--- config.mk ---
export PLATFORM = sky130hd
export DESIGN_NAME = key_debounce_step
export DESIGN_NICKNAME = d
export VERILOG_FILES = /design/src/rtl/key_debounce_step.sv
export SDC_FILE = /design/constraint.sdc
export NUM_CORES = 1
export LEC_CHECK = 0
export BUFFER_PORTS_ARGS = -buffer_cell sky130_fd_sc_hd__buf_2
export CAP_MARGIN = 40
export CORE_ASPECT_RATIO = 1.4
export CORE_MARGIN = 10
export CORE_UTILIZATION = 45
export CTS_BUF_LIST = sky130_fd_sc_hd__clkbuf_4 sky130_fd_sc_hd__clkbuf_8 sky130_fd_sc_hd__clkbuf_16
export DETAILED_ROUTE_END_ITERATION = 8
export PLACE_DENSITY = 0.68
export REMOVE_ABC_BUFFERS = 1
export SETUP_SLACK_MARGIN = 0.1
export SLEW_MARGIN = 0
export SYNTH_ARGS = -nofsm -noshare
export SYNTH_HDL_FRONTEND = slang
export SYNTH_SLANG_ARGS = --single-unit
--- constraint.sdc ---
create_clock -name clk -period 1.8 [get_ports clk]
set_clock_uncertainty 0.1 [all_clocks]
set_input_delay 0.18 -clock clk [delete_from_list [all_inputs] [get_ports clk]]
set_output_delay 0.18 -clock clk [all_outputs]
set_load 0.01 [all_outputs]
--- src/rtl/key_debounce_step.sv ---
// key_debounce_step: push-button debouncer producing a clean level, press/release strobes and an optional press counter (KEY_PRESS_CNT_EN).
module key_debounce_step #(
    parameter int   CNT_MAX      = 1_000_000,
    parameter logic ACTIVE_LEVEL = 1'b1
) (
    input  logic        clk,
    input  logic        rst_n,
    input  logic        key_in,
    output logic        key_out,
    output logic        key_press,
    output logic        key_release,
    output logic [15:0] press_cnt
);
    localparam int CW = $clog2(CNT_MAX + 1);

    typedef enum logic [1:0] {IDLE, PRESS_CHK, PRESSED, REL_CHK} state_t;

    state_t          state_q, state_d;
    logic [CW-1:0]   cnt_q, cnt_d;
    logic [1:0]      sync_q;
    logic            key_out_q, key_out_d;
    logic            press_q, press_d;
    logic            release_q, release_d;
    logic            key_s;
    logic            done;

    assign key_s = (sync_q[1] == ACTIVE_LEVEL);
    assign done  = (cnt_q == CW'(CNT_MAX - 1));

    // two-flop synchroniser, idling at the released level
    always_ff @(posedge clk or negedge rst_n) begin
        if (!rst_n) sync_q <= {2{~ACTIVE_LEVEL}};
        else        sync_q <= {sync_q[0], key_in};
    end

    // state, stability counter and registered outputs
    always_ff @(posedge clk or negedge rst_n) begin
        if (!rst_n) begin
            state_q   <= IDLE;
            cnt_q     <= '0;
            key_out_q <= 1'b0;
            press_q   <= 1'b0;
            release_q <= 1'b0;
        end else begin
            state_q   <= state_d;
            cnt_q     <= cnt_d;
            key_out_q <= key_out_d;
            press_q   <= press_d;
            release_q <= release_d;
        end
    end

    // a level change is accepted only after CNT_MAX stable synchronised cycles
    always_comb begin
        state_d = state_q;
        case (state_q)
            IDLE:      state_d = key_s ? PRESS_CHK : IDLE;
            PRESS_CHK: state_d = !key_s ? IDLE : (done ? PRESSED : PRESS_CHK);
            PRESSED:   state_d = !key_s ? REL_CHK : PRESSED;
            REL_CHK:   state_d = key_s ? PRESSED : (done ? IDLE : REL_CHK);
            default:   state_d = IDLE;
        endcase
    end

    // counter runs only while checking; any transition (including a bounce) clears it
    always_comb begin
        cnt_d     = (state_d != state_q) ? '0 :
                    ((state_q == PRESS_CHK) || (state_q == REL_CHK)) ? cnt_q + CW'(1) : '0;
        key_out_d = (state_d == PRESSED) || (state_d == REL_CHK);
        press_d   = (state_q == PRESS_CHK) && (state_d == PRESSED);
        release_d = (state_q == REL_CHK) && (state_d == IDLE);
    end

    assign key_out     = key_out_q;
    assign key_press   = press_q;
    assign key_release = release_q;

`ifdef KEY_PRESS_CNT_EN
    logic [15:0] press_cnt_q;

    // counts accepted presses, wrapping naturally at 16 bits
    always_ff @(posedge clk or negedge rst_n) begin
        if (!rst_n)       press_cnt_q <= 16'h0000;
        else if (press_q) press_cnt_q <= press_cnt_q + 16'd1;
    end

    assign press_cnt = press_cnt_q;
`else
    assign press_cnt = 16'h0000;
`endif
endmodule

Yosys cells after proc, flatten, opt, wreduce, memory -nomap -nowiden

Index checks and enable logic that the tools add are counted.

$add $sub $neg: 1
Eq/ne operators: 7
Mux-type cells: 9
Reduce and logical (&&, ||, !) cells: 6

Operators by type and width:

| operator                | number |
|---|---|
| $mux W20                | 2 |
| $add A20 B1 Y20 const B | 1 |
| $eq A20 B20 Y1 const B  | 1 |
| $eq A2 B2 Y1 const B    | 4 |
| $mux W2                 | 4 |
| $pmux W2 S4             | 1 |
| $logic_not A2 Y1        | 2 |
| $eq A2 B1 Y1 const B    | 1 |
| $logic_and A1 B1 Y1     | 2 |
| $logic_or A1 B1 Y1      | 2 |
| $mux W1                 | 2 |
| $ne A2 B2 Y1            | 1 |

Flip-flop bits (word level): 27
Input bits: 3
Output and inout bits: 19

Logic depth before layout (Yosys ltp)

Depth in word-level cells: 6
Mapped depth: 7
Mapped depth without buffers: 5

Least setup slack after synthesis

OpenSTA, ideal clock, no wires.

Path kind: register -> register
Start: reg cnt_q[7]
End: reg cnt_q[10]
Library setup time: 0.121 ns
Data arrival time: 1.755 ns
Required time: 1.579 ns
Setup slack: -0.177 ns
Stages on the path, launching flop included: 7
Path buffers: 2
Period minus slack after synthesis: 1.977 ns
Cells stage by stage: dfrtp_1 > or4b_1 > nor4_1 > a21o_1 > buf_2 > buf_2 > nor2_1

Word-level cells in the longest chain between the ends: 6
Elaborated cells on any way between the ends: 10

Ends and longest elaborated chain:

| item                                     | line   | text |
|---|---|---|
| from (decl)                              | 19     | `logic [CW-1:0] cnt_q, cnt_d;` |
| from (signal assigned)                   | 46     | `cnt_q <= cnt_d;` |
| $eq A20 B20 Y1                           | 28     | `assign done = (cnt_q == CW'(CNT_MAX - 1));` |
| $mux W2 (on tied branches) (2 in series) | 60, 58 |  |
| $pmux W2 S4                              | 56     | `case (state_q)` |
| $ne A2 B2 Y1                             | 67     | `cnt_d = (state_d != state_q) ? '0 :` |
| $mux W20 (*)                             | 67     |  |
| via cnt_d[10]                            | 19     |  |

The timed path passes the listed nets; every way through them passes the cells marked *.

Final worst setup path

Start: reg cnt_q[7]
End: reg cnt_q[8]

Same word-level chain as after synthesis.

==> metrics.txt <==
outcome complete, but fails checks; failing checks setup timing; routed wire length 3470 µm; RSZ-0062 raised after global routing yes; ys async rst share 1.00; largest net degree at the start of global routing 28; CTS buffer count 3; Horiz. Die Dim 66.8 µm; Routed wire per std cell 16.3 µm; Clock power frac 0.341; post-synth top area share 0.490; power density over cell area 560 nW/µm²; Ys Warns 0; worst path required time 1.87 ns; drt initial violations 18; worst skew pair latency 0.28 ns; CTS Sinks 27; data arrival at the endpoint of the critical path 2.01 ns; Logic pwr share 0.075; leakage 0.795 nW; post-layout util 0.648; sw frac 0.243; Post-synth EDFFs 0; worst reg2reg setup slack -0.14 ns; clk root buf clkbuf_8; port buffer count 5; Tot GR Track Use 0.111; sequential fraction of the synthesis area 0.490; Final setup viols 23; pins over their slew limit 0; Final Critical Period 1.94 ns; Max Root-Sink Buffers 2; layout cells sized above 1 0.438; area leader, netlist dfrtp_1; synth-to-layout area growth 36.6%; average cell area after synthesis 9.92 µm²; Crit Path Class flop to flop; Final period util 1.08; most common cell in the netlist dfrtp_1; Pint 0.798 mW; Final TNS setup -2.55 ns; Post-Synthesis Cells 139; htree depth 1; nets@finish 181; Flop pwr share 0.584; Post-Syn Area 1380 µm²; Synth Flop Type dfrtp_1; worst slew pin tran 0.600 ns; VDD IR max 0.528 mV; GRT Residual Overflow 0; Max-Cap Viols 0; Post-synth top cells 27 x dfrtp_1, 17 x nor2_1, 16 x buf_4, 8 x nand2_1, 8 x xnor2_1; final worst slack -0.139 ns; DRT Pass-1 Iters 4; post-route cell area 1880 µm²; CP startpoint kind flop; hpwl dp 2120 µm; Starting Density 0.474; die height 85.5 µm; total core area 2910 µm²; flops & latches, synth 27; number of diodes 0; Post-Route M1 WL 1280 µm; Synth cell types 27; post-route ant nets 0; Placed Instance Area 1540 µm²; Slew HR 0.600; Met3 Wirelength 162 µm; # DRC 0; Ports 22; CTS tree built; max layer used met4; Placer Congestion 0.849; Worst Path Max Fanout 5; via count 1,125; number of global-route vias before repair 1,129; final count of hold timing violations 0; Net Sw Power 0.256 mW; Vias/cell 5.28; antenna violations before repair 0; met2 routed WL 1910 µm; FP Rows 23; top achievable clock speed 516 MHz; first-pass GRT wire length 5070 µm; Synth area leaders dfrtp_1 49%, buf_4 8.7%, xnor2_1 5.1%; clock slew at reported path FFs 0.10 ns; CP Capture Type flop; die area 5710 µm²; Hold/Removal Path Class flop to flop
placed cells by master, fill, tap and decap left out, types with 2 or more instances in the layout:
cell type / n
dfrtp_1: 27
buf_4: 23
conb_1: 16
nand2_1: 8
nor2_1: 8
xnor2_1: 8
nor2_2: 7
inv_1: 6
xor2_1: 5
nand3_1: 5
a21oi_2: 5
buf_2: 5
or3_4: 4
buf_6: 4
nand4_1: 3
or4_4: 3
clkbuf_8: 3
or4b_4: 2
nor4_2: 2
mux2_2: 2
or4_1: 2
o21ai_0: 2
nor2_4: 2
nor3b_2: 2
clkbuf_16: 2
dlygate4sd3_1: 2
layer usage:
metal  track usage  vias to the layer above
met2         0.206                       24
met4        0.0593                        0
met1         0.109                      576
met3        0.0221                       11
li1              -                      514
met5             0                        -
cell type report:
type | count | area, µm²
Sequential cell | 27 | 676
Multi-Input combinational cell | 102 | 757
Clock inverter | 1 | 7.51
Clock buffer | 3 | 41.3
Fill cell | 233 | 1020
Tap cell | 37 | 46.3
Inverter | 6 | 22.5
Timing Repair Buffer | 37 | 333
worst paths after layout:
path                           start   endpoint  cells after the start
setup / recovery            cnt_q[7]   cnt_q[8]                      6
hold reg to reg            sync_q[0]  sync_q[1]                      0
hold / removal             sync_q[0]  sync_q[1]                      0
min in group asynchronous      rst_n   cnt_q[0]                      2
max in group asynchronous      rst_n    key_out                      2
setup reg to reg            cnt_q[7]   cnt_q[8]                      6
critical path, cell delays in order (launching register included):
cell and delay (ns):
dfrtp_1 0.41, or4b_4 0.56, nor4_4 0.21, buf_4 0.17, a21o_4 0.17, clkbuf_16 0.17, nor2_4 0.04
stage by stage:
step	power (mW)	hold WS (ns)	setup slack, ns	instances
final	1.05	0.286	-0.139	213
after global routing	1.09	0.284	-0.237	213
after CTS	1.03	0.275	-0.102	208
after detailed placement	0.678	0.120	-0.179	198
after global placement	0.676	0.106	-0.136	198
after floorplan	0.652	-0.216	-0.132	135
power groups by stage:
stage	Combinational (mW)	Sequential (mW)	Clock (mW)
3_5_place_dp	0.0500	0.628	0
6_report	0.0786	0.616	0.359
5_1_grt	0.0862	0.617	0.390
2_1_floorplan	0.0246	0.627	0
4_1_cts	0.0557	0.616	0.356
3_3_place_gp	0.0487	0.627	0
flip-flops by register name, indices dropped and copies added, names as in the netlist:
name and count:
cnt_q 20, state_q 2, sync_q 2, key_out 1
key_press 1, key_release 1
what timing repair did:
item | in CTS | in global routing
hold buffers | 2 | 0
hold endpoints to repair | 28 | 0
pin swaps | 12 | 6
gates cloned | 0 | 3
gates resized for setup | 22 | 20
buffers inserted | 4 | 2
setup endpoints to repair | 24 | 24
kinds of logic (layout without fill, tap and decap cells):
| family | after synthesis | in the layout | share of synthesized area |
|---|---|---|---|
| multiplexers | 2 | 2 | 0.0163 |
| AO/OA/AOI/OAI | 12 | 12 | 0.0490 |
| adder cells (fa/ha/maj) | 1 | 1 | 0.00907 |
| flip-flops | 27 | 27 | 0.490 |
| other | 1 | 16 | 0.00272 |
| XOR/XNOR | 13 | 13 | 0.0826 |
| buffers and inverters | 25 | 47 | 0.114 |
| AND/OR/NAND/NOR | 58 | 58 | 0.236 |
Note: power is estimated with default switching activity, not from simulation.
